### src/rtl/cic_rate_ctrl.sv
// Run-time decimation-rate controller for a CIC filter: flushes, reprograms and settles the filter.
// Optional status outputs (DropCnt_o, TimeoutFlag_o) are enabled with `define CIC_RATE_CTRL_STATUS_EN.
module cic_rate_ctrl #(
    parameter int         N            = 2,
    parameter int         M            = 1,
    parameter int         OutDataWidth = 28,
    parameter logic [2:0] DefaultDecim = 3'd0,
    parameter int         FlushCycles  = 4,
    parameter int         BoundTimeout = 255
) (
    input  logic                    Clk_i,
    input  logic                    Rst_i,
    input  logic [2:0]              CfgDecim_i,
    input  logic                    CfgWr_i,
    output logic                    CfgAck_o,
    output logic                    CfgErr_o,
    output logic                    Busy_o,
    input  logic                    DataNd_i,
    output logic                    DataNd_o,
    output logic [2:0]              DecimFactor_o,
    output logic                    CicRst_o,
    input  logic [OutDataWidth-1:0] CicData_i,
    input  logic                    CicDataValid_i,
    output logic [OutDataWidth-1:0] Data_o,
    output logic                    DataValid_o
`ifdef CIC_RATE_CTRL_STATUS_EN
   ,output logic [7:0]              DropCnt_o,
    output logic                    TimeoutFlag_o
`endif
);

    localparam logic [1:0] ST_RUN        = 2'd0;
    localparam logic [1:0] ST_WAIT_BOUND = 2'd1;
    localparam logic [1:0] ST_FLUSH      = 2'd2;
    localparam logic [1:0] ST_SETTLE     = 2'd3;

    localparam int SettlePulses = N * M;

    logic [1:0] state;
    logic [2:0] pending;
    logic [2:0] decim;
    logic       cic_rst;
    logic       ack;
    logic       err;
    logic       ack_en;
    logic [3:0] flush_cnt;
    logic [7:0] bound_cnt;
    logic [7:0] settle_cnt;

    logic       busy;
    logic       code_reserved;
    logic       bound_timeout;

    assign busy          = (state != ST_RUN);
    assign code_reserved = CfgDecim_i[2] & CfgDecim_i[1];
    // A real boundary sample takes precedence over a coincident timeout.
    assign bound_timeout = (state == ST_WAIT_BOUND) && !CicDataValid_i &&
                           (bound_cnt == 8'(BoundTimeout - 1));

    always_ff @(posedge Clk_i) begin
        if (Rst_i) begin
            state      <= ST_FLUSH;
            pending    <= DefaultDecim;
            decim      <= DefaultDecim;
            cic_rst    <= 1'b1;
            ack        <= 1'b0;
            err        <= 1'b0;
            ack_en     <= 1'b0;
            flush_cnt  <= '0;
            bound_cnt  <= '0;
            settle_cnt <= '0;
        end else begin
            ack <= 1'b0;
            err <= CfgWr_i && (busy || code_reserved);

            case (state)
                ST_RUN: begin
                    if (CfgWr_i && !code_reserved) begin
                        if (CfgDecim_i == decim) begin
                            ack <= 1'b1;
                        end else begin
                            pending   <= CfgDecim_i;
                            bound_cnt <= '0;
                            state     <= ST_WAIT_BOUND;
                        end
                    end
                end

                ST_WAIT_BOUND: begin
                    if (CicDataValid_i || bound_timeout) begin
                        state     <= ST_FLUSH;
                        decim     <= pending;
                        cic_rst   <= 1'b1;
                        flush_cnt <= '0;
                        ack_en    <= 1'b1;
                    end else begin
                        bound_cnt <= bound_cnt + 8'd1;
                    end
                end

                ST_FLUSH: begin
                    if (flush_cnt == 4'(FlushCycles - 1)) begin
                        state      <= ST_SETTLE;
                        cic_rst    <= 1'b0;
                        settle_cnt <= '0;
                    end else begin
                        flush_cnt <= flush_cnt + 4'd1;
                    end
                end

                default: begin
                    // The post-reset pass leaves ack_en clear, so it settles silently.
                    if (CicDataValid_i) begin
                        if (settle_cnt == 8'(SettlePulses - 1)) begin
                            state  <= ST_RUN;
                            ack    <= ack_en;
                            ack_en <= 1'b0;
                        end else begin
                            settle_cnt <= settle_cnt + 8'd1;
                        end
                    end
                end
            endcase
        end
    end

`ifdef CIC_RATE_CTRL_STATUS_EN
    logic [7:0] drop_cnt;
    logic       timeout_flag;

    always_ff @(posedge Clk_i) begin
        if (Rst_i) begin
            drop_cnt     <= '0;
            timeout_flag <= 1'b0;
        end else begin
            if (ack) begin
                drop_cnt <= '0;
            end else if (CicDataValid_i && (state == ST_FLUSH || state == ST_SETTLE) &&
                         (drop_cnt != 8'hFF)) begin
                drop_cnt <= drop_cnt + 8'd1;
            end
            if (bound_timeout) begin
                timeout_flag <= 1'b1;
            end
        end
    end

    assign DropCnt_o     = drop_cnt;
    assign TimeoutFlag_o = timeout_flag;
`else
    // Status counters are not built in this configuration.
`endif

    assign CfgAck_o      = ack;
    assign CfgErr_o      = err;
    assign Busy_o        = busy;
    assign DecimFactor_o = decim;
    assign CicRst_o      = cic_rst | Rst_i;
    assign DataNd_o      = DataNd_i & (state != ST_FLUSH);
    assign DataValid_o   = CicDataValid_i & (state == ST_RUN || state == ST_WAIT_BOUND);
    assign Data_o        = CicData_i;

endmodule

### config.mk
export PLATFORM = sky130hd
export DESIGN_NAME = cic_rate_ctrl
export DESIGN_NICKNAME = d
export VERILOG_FILES = /design/src/rtl/cic_rate_ctrl.sv
export SDC_FILE = /design/constraint.sdc
export NUM_CORES = 1
export LEC_CHECK = 0
export ABC_AREA = 0
export ABC_CLOCK_PERIOD_IN_PS = 2400
export BUFFER_PORTS_ARGS = -buffer_cell sky130_fd_sc_hd__clkbuf_2
export CAP_MARGIN = 10
export CORE_MARGIN = 5
export CORE_UTILIZATION = 49
export DETAILED_ROUTE_END_ITERATION = 8
export PLACE_DENSITY = 0.88
export REMOVE_ABC_BUFFERS = 1
export SYNTH_ARGS = -nofsm -noshare
export SYNTH_HDL_FRONTEND = slang
export SYNTH_SLANG_ARGS = --single-unit
### constraint.sdc
create_clock -name Clk_i -period 2.4 [get_ports Clk_i]
set_input_delay 0.24 -clock Clk_i [delete_from_list [all_inputs] [get_ports Clk_i]]
set_output_delay 0.24 -clock Clk_i [all_outputs]
set_load 0.005 [all_outputs]
Word-level counts from Yosys, hierarchy flattened
Cells that the tools add are included.
Widths: inputs -> output; s select.
{ "classes": {"n_addsub": 3, "n_bitwise": 7, "n_eq_ne": 14, "n_mux": 29, "reduce_logical": 29} }
{ "ops": {"columns": ["operator", "n"], "rows": [
  ["$mux 8", 6],
  ["$pmux 8 s2", 2],
  ["$add 8x1->8 const B", 2],
  ["$mux 2", 6],
  ["$ne 2x2->1 const B", 6],
  ["$reduce_and 4->1", 3],
  ["$reduce_bool 2->1", 6],
  ["$reduce_and 3->1", 3],
  ["$eq 8x1->1 const B", 1],
  ["$eq 8x8->1 const B", 1],
  ["$mux 1", 8],
  ["$mux 4", 2],
  ["$pmux 4 s2", 1],
  ["$reduce_bool 4->1", 2],
  ["$pmux 1 s2", 3],
  ["$pmux 2 s3", 1],
  ["$reduce_and 6->1", 1],
  ["$reduce_or 2->1", 3],
  ["$add 4x1->4 const B", 1],
  ["$eq 4x2->1 const B", 1],
  ["$logic_and 1x1->1", 4],
  ["$ne 2x1->1 const B", 2],
  ["$and 1x1->1", 3],
  ["$eq 3x3->1", 1],
  ["8 further kinds", 13]
]} }
{ "word_totals": {"output_inout_bits": 37, "input_bits": 36, "reg_bits": 32, "elab_cells": 92} }

Longest topological paths before layout
{ "logic_depth": {"ltp_word": 6, "ltp_mapped": 9, "mapped_depth_nobuf": 7} }

Worst setup path before layout
OpenSTA, ideal clock, no wires.
{ "synth_path": {"path_kind": "reg2reg", "startpoint": "register bound_cnt[0]", "endpoint": "register state[0]", "period_less_slack_ns": 1.988, "setup_ns": 0.121, "path_buffers": 0, "path_stages_with_launch": 7, "setup_slack_ns": 0.412, "required_ns": 2.279, "arrival_time_ns": 1.868, "cell_sequence": "dfxtp_1 -> inv_1 -> ha_1 -> and3_1 -> a211oi_1 -> nand3b_1 -> mux2_2"} }
{ "synth_between": {"elab_chain_len": 5} }
{ "synth_rtl": {"columns": ["item", "line", "text"], "rows": [
  ["start: declaration", "47", "logic [7:0] bound_cnt;"],
  ["start signal: assignment", "97", "bound_cnt <= bound_cnt + 8'd1;"],
  ["$eq 8x8->1", "58", "(bound_cnt == 8'(BoundTimeout - 1));"],
  ["$logic_and 1x1->1", "57", "assign bound_timeout = (state == ST_WAIT_BOUND) && !CicDataValid_i &&"],
  ["$logic_or 1x1->1", "90", "if (CicDataValid_i || bound_timeout) begin"],
  ["$ne 2x1->1 (no source line)", null, null],
  ["$reduce_and 6->1 (no source line)", null, null],
  ["end signal: assignment", "62", "state <= ST_FLUSH;"],
  ["end signal: assignment", "91", "state <= ST_FLUSH;"],
  ["end signal: assignment", "103", "state <= ST_SETTLE;"],
  ["end: declaration", "39", "logic [1:0] state;"]
]} }
No other way between the ends.
A chain may end at the register's enable or synchronous reset.

Final worst setup path
{ "layout_path": {"startpoint": "register state[1]", "endpoint": "register bound_cnt[5]"} }
{ "layout_between": {"elab_chain_len": 6, "elab_cells_between_ends": 11, "cone_classes": "eq/ne: 4; mux: 1; reduce/logical: 6"} }
{ "layout_rtl": {"columns": ["item", "line", "text"], "rows": [
  ["start signal: assignment", "62", null],
  ["start signal: assignment", "84", "state <= ST_WAIT_BOUND;"],
  ["start signal: assignment", "91", null],
  ["$eq 2x1->1", "57, 76", null],
  ["$logic_and 1x1->1 (2 in series)", "57", null],
  ["$logic_or 1x1->1", "90", null],
  ["$ne 2x2->1 (no source line)", null, null],
  ["$reduce_and 4->1 (no source line)", null, null]
]} }
Several ways; a longest one is shown, not always the timed one.

==> impl_metrics.tcl <==
set metrics [dict create \
    num-nets-final 261 \
    drive_gt1_share_pct 16.6 \
    max-slew-margin-rel_pct 65.7 \
    ys.flop_type "dfxtp_1" \
    cp-end-kind "flip-flop" \
    power.switching_mw 0.416 \
    cts-root-buf "clkbuf_8" \
    instances_no_fill 265 \
    slowest_delay_ps 510 \
    die_area_um2 5270 \
    first_pass_iters 4 \
    grt_pass1_wl_um 6730 \
    layout_commonest_cell "dfxtp_1" \
    setup_viol 0 \
    ff2ff_path_depth 7 \
    cp_slowest_cell "or4_1" \
    worstPathArrival_ps 2390 \
    drv_cap 0 \
    start_kind "flip-flop" \
    vias 1484 \
    rows 22 \
    tns_ps 0 \
    ctsHoldBuffers 0 \
    p_int_mw 1.08 \
    power_frac_comb_pct 22.2 \
    preCtsSetupSlack_ps 228 \
    cts_tree "built" \
    antenna_found_initial 0 \
    numCtsBuffers 5 \
    portBuffers 16 \
    path_cells "inv_1 -> ha_1 -> and4_1 -> a221oi_2 -> o21ai_2 -> or4_1 -> a21oi_1" \
    fmax_mhz 461 \
    p_sw_share_pct 27.8 \
    grt_setup_unrepaired "no" \
    worst_slew_pin_slew_ps 510 \
    vdd_drop_max_mv 0.505 \
    grt_pass1_vias 1421 \
    outcome "completed" \
    seqPwrFrac_pct 40.7 \
    final.min_clock_period_ps 2170 \
    core-area_um2 3720 \
    fillers 363 \
    final-hold-violation-count 0 \
    r2r-end "bound_cnt[5]" \
    drt_iter0_drc 75 \
    wl_um 4180 \
    clkTransAtPathRegs_ps 60 \
    synth_enable_flop_cells 0 \
    antenna_left 0 \
    worst_slack_ps 229 \
    cts_max_path_buffers 2 \
    postCtsSetupBuffers 0 \
    place_hpwl_um 3140 \
    placed_area_um2 1830 \
    syn_inst 224 \
    hold_start "CfgDecim_i[0]" \
    synth_seq_cells 32 \
    synth_warnings 0 \
    cp_max_fo 12 \
    final_cell_mix "dfxtp_1 (32), nor2_1 (27), clkbuf_2 (16)" \
    synth_cell_types 45 \
    place.gp.congestion 0.824 \
    syn_to_final_growth_pct 1.96 \
    clock_latency_ps 290 \
    fin_skew_ps 8.55 \
    die-width_um 72.6 \
    grt_max_degree 25 \
    hold_path.class "primary input to flip-flop" \
    drc_errors 0 \
    yosysSeqAreaShare_pct 33.4 \
    p_leak_nw 0.755 \
    syn_area_um2 1920 \
    die_y_um 72.6 \
    r2r_setup_slack_ps 230 \
    htreeDepth 2 \
    wl_per_cell_um 15.8 \
    r2r_start "state[1]" \
    diodes 0 \
    power_frac_clock_pct 37.2 \
    final_area_um2 1960 \
    p_per_area_nw_per_um2 766 \
    dp_cells 257 \
    cts_sinks 32 \
    ys_async_sr_fraction_pct 0 \
    io_pins 73 \
    via_per_inst 5.60 \
    path_class "flip-flop to flip-flop" \
    cp_data_required_time_ps 2620 \
    initial_core_util_pct 51.6 \
    syn_avg_cell_area_um2 8.57 \
    gr-total-overflow 0 \
    post-route-period-util_pct 90.5 \
    min_to "pending[0]" \
    hold-path-cell-count 3 \
    ctsResizeCount 0 \
    grt.total_usage_pct 17.1 \
    finalMaxSlewViolations 0 \
]
logic make-up (layout without fill, tap and decap cells):
| group | count (synthesis) | after routing | share of synthesized area, % |
|---|---|---|---|
| AOI/OAI and AO/OA | 38 | 38 | 13.1 |
| xor gates and xnor gates | 13 | 13 | 5.93 |
| adders and majority gates | 9 | 9 | 5.87 |
| buffers and inverters | 39 | 32 | 13.9 |
| DFF | 32 | 32 | 33.4 |
| muxes | 10 | 10 | 5.35 |
| and+or+nand+nor | 83 | 83 | 22.5 |
state kept, by name, indices dropped and copies added, names as in the netlist:
| name | flops |
|---|---|
| bound_cnt | 8 |
| settle_cnt | 8 |
| flush_cnt | 4 |
| DecimFactor_o | 3 |
| pending | 3 |
| state | 2 |
| CfgAck_o | 1 |
| CfgErr_o | 1 |
| ack_en | 1 |
| cic_rst | 1 |
cell type report:
| class | count | area, µm² | area share, % |
|---|---|---|---|
| Multi-Input combinational cell | 153 | 1010 | 51.7 |
| Sequential cell | 32 | 641 | 32.7 |
| Clock buffer | 7 | 96.3 | 4.92 |
| Timing Repair Buffer | 18 | 95.1 | 4.86 |
| Tap cell | 48 | 60.1 | 3.07 |
| Clock inverter | 1 | 30.0 | 1.53 |
| Inverter | 6 | 22.5 | 1.15 |
routing by layer:
| layer | track usage, % | up-vias | wire (µm) |
|---|---|---|---|
| li1 | - | 738 | - |
| met1 | 21.5 | 688 | 2000 |
| met2 | 22.0 | 52 | 1630 |
| met3 | 12.4 | 6 | 488 |
| met4 | 6.15 | 0 | 63 |
| met5 | 4.04 | - | 0 |
worst max-delay path, delay by kind of cell (launching register included):
family	cells	cell delay, ps
simple gates	2	740
compound gates	3	650
flops	1	370
fa+ha+maj	1	270
buf+inv	1	80
synth_stat cells, drive strengths merged (2+ instances only):
library cell / n / area, µm²
dfxtp: 32 / 641
buf: 29 / 221
nor2: 27 / 101
a21oi: 12 / 60.1
nand2: 11 / 41.3
o21ai: 10 / 53.8
ha: 9 / 113
mux2i: 8 / 80.1
nand3: 7 / 35.0
nor3: 7 / 35.0
xor2: 7 / 61.3
inv: 6 / 22.5
xnor2: 6 / 52.6
nand4: 4 / 25.0
a21boi: 3 / 22.5
clkbuf: 3 / 11.3
nand2b: 3 / 18.8
nand3b: 3 / 22.5
nor3b: 3 / 22.5
o31ai: 3 / 22.5
or2: 3 / 18.8
or3: 3 / 18.8
a211oi: 2 / 20.0
and2: 2 / 12.5
and3: 2 / 12.5
and4: 2 / 18.8
mux2: 2 / 22.5
or4: 2 / 15.0
power groups by stage:
| stage | combinational, mW | sequential, mW | clock, mW |
|---|---|---|---|
| floorplan | 0.258 | 0.611 | 0 |
| finish | 0.332 | 0.609 | 0.557 |
| global route | 0.390 | 0.614 | 0.600 |
| CTS | 0.332 | 0.609 | 0.578 |
| global placement | 0.323 | 0.618 | 0 |
| detailed placement | 0.331 | 0.620 | 0 |
through the flow:
stage | hold slack [ps] | power (mW) | utilization (%)
finish | 223 | 1.50 | 52.7
global route | 246 | 1.60 | 52.7
CTS | 215 | 1.52 | 52.7
detailed placement | 477 | 0.951 | 49.3
global placement | 465 | 0.941 | 49.3
floorplan | 309 | 0.869 | -
worst max path at each step:
stage,start,end,slack (ps),depth (start not counted)
final,state[1],bound_cnt[5],230,7
after global routing,state[1],bound_cnt[5],110,7
after CTS,state[1],bound_cnt[5],230,7
after detailed placement,state[1],bound_cnt[5],230,7
after global placement,state[1],bound_cnt[7],350,7
after floorplan,bound_cnt[0],state[0],410,6
No activity file was read; power rests on OpenSTA's default activity.
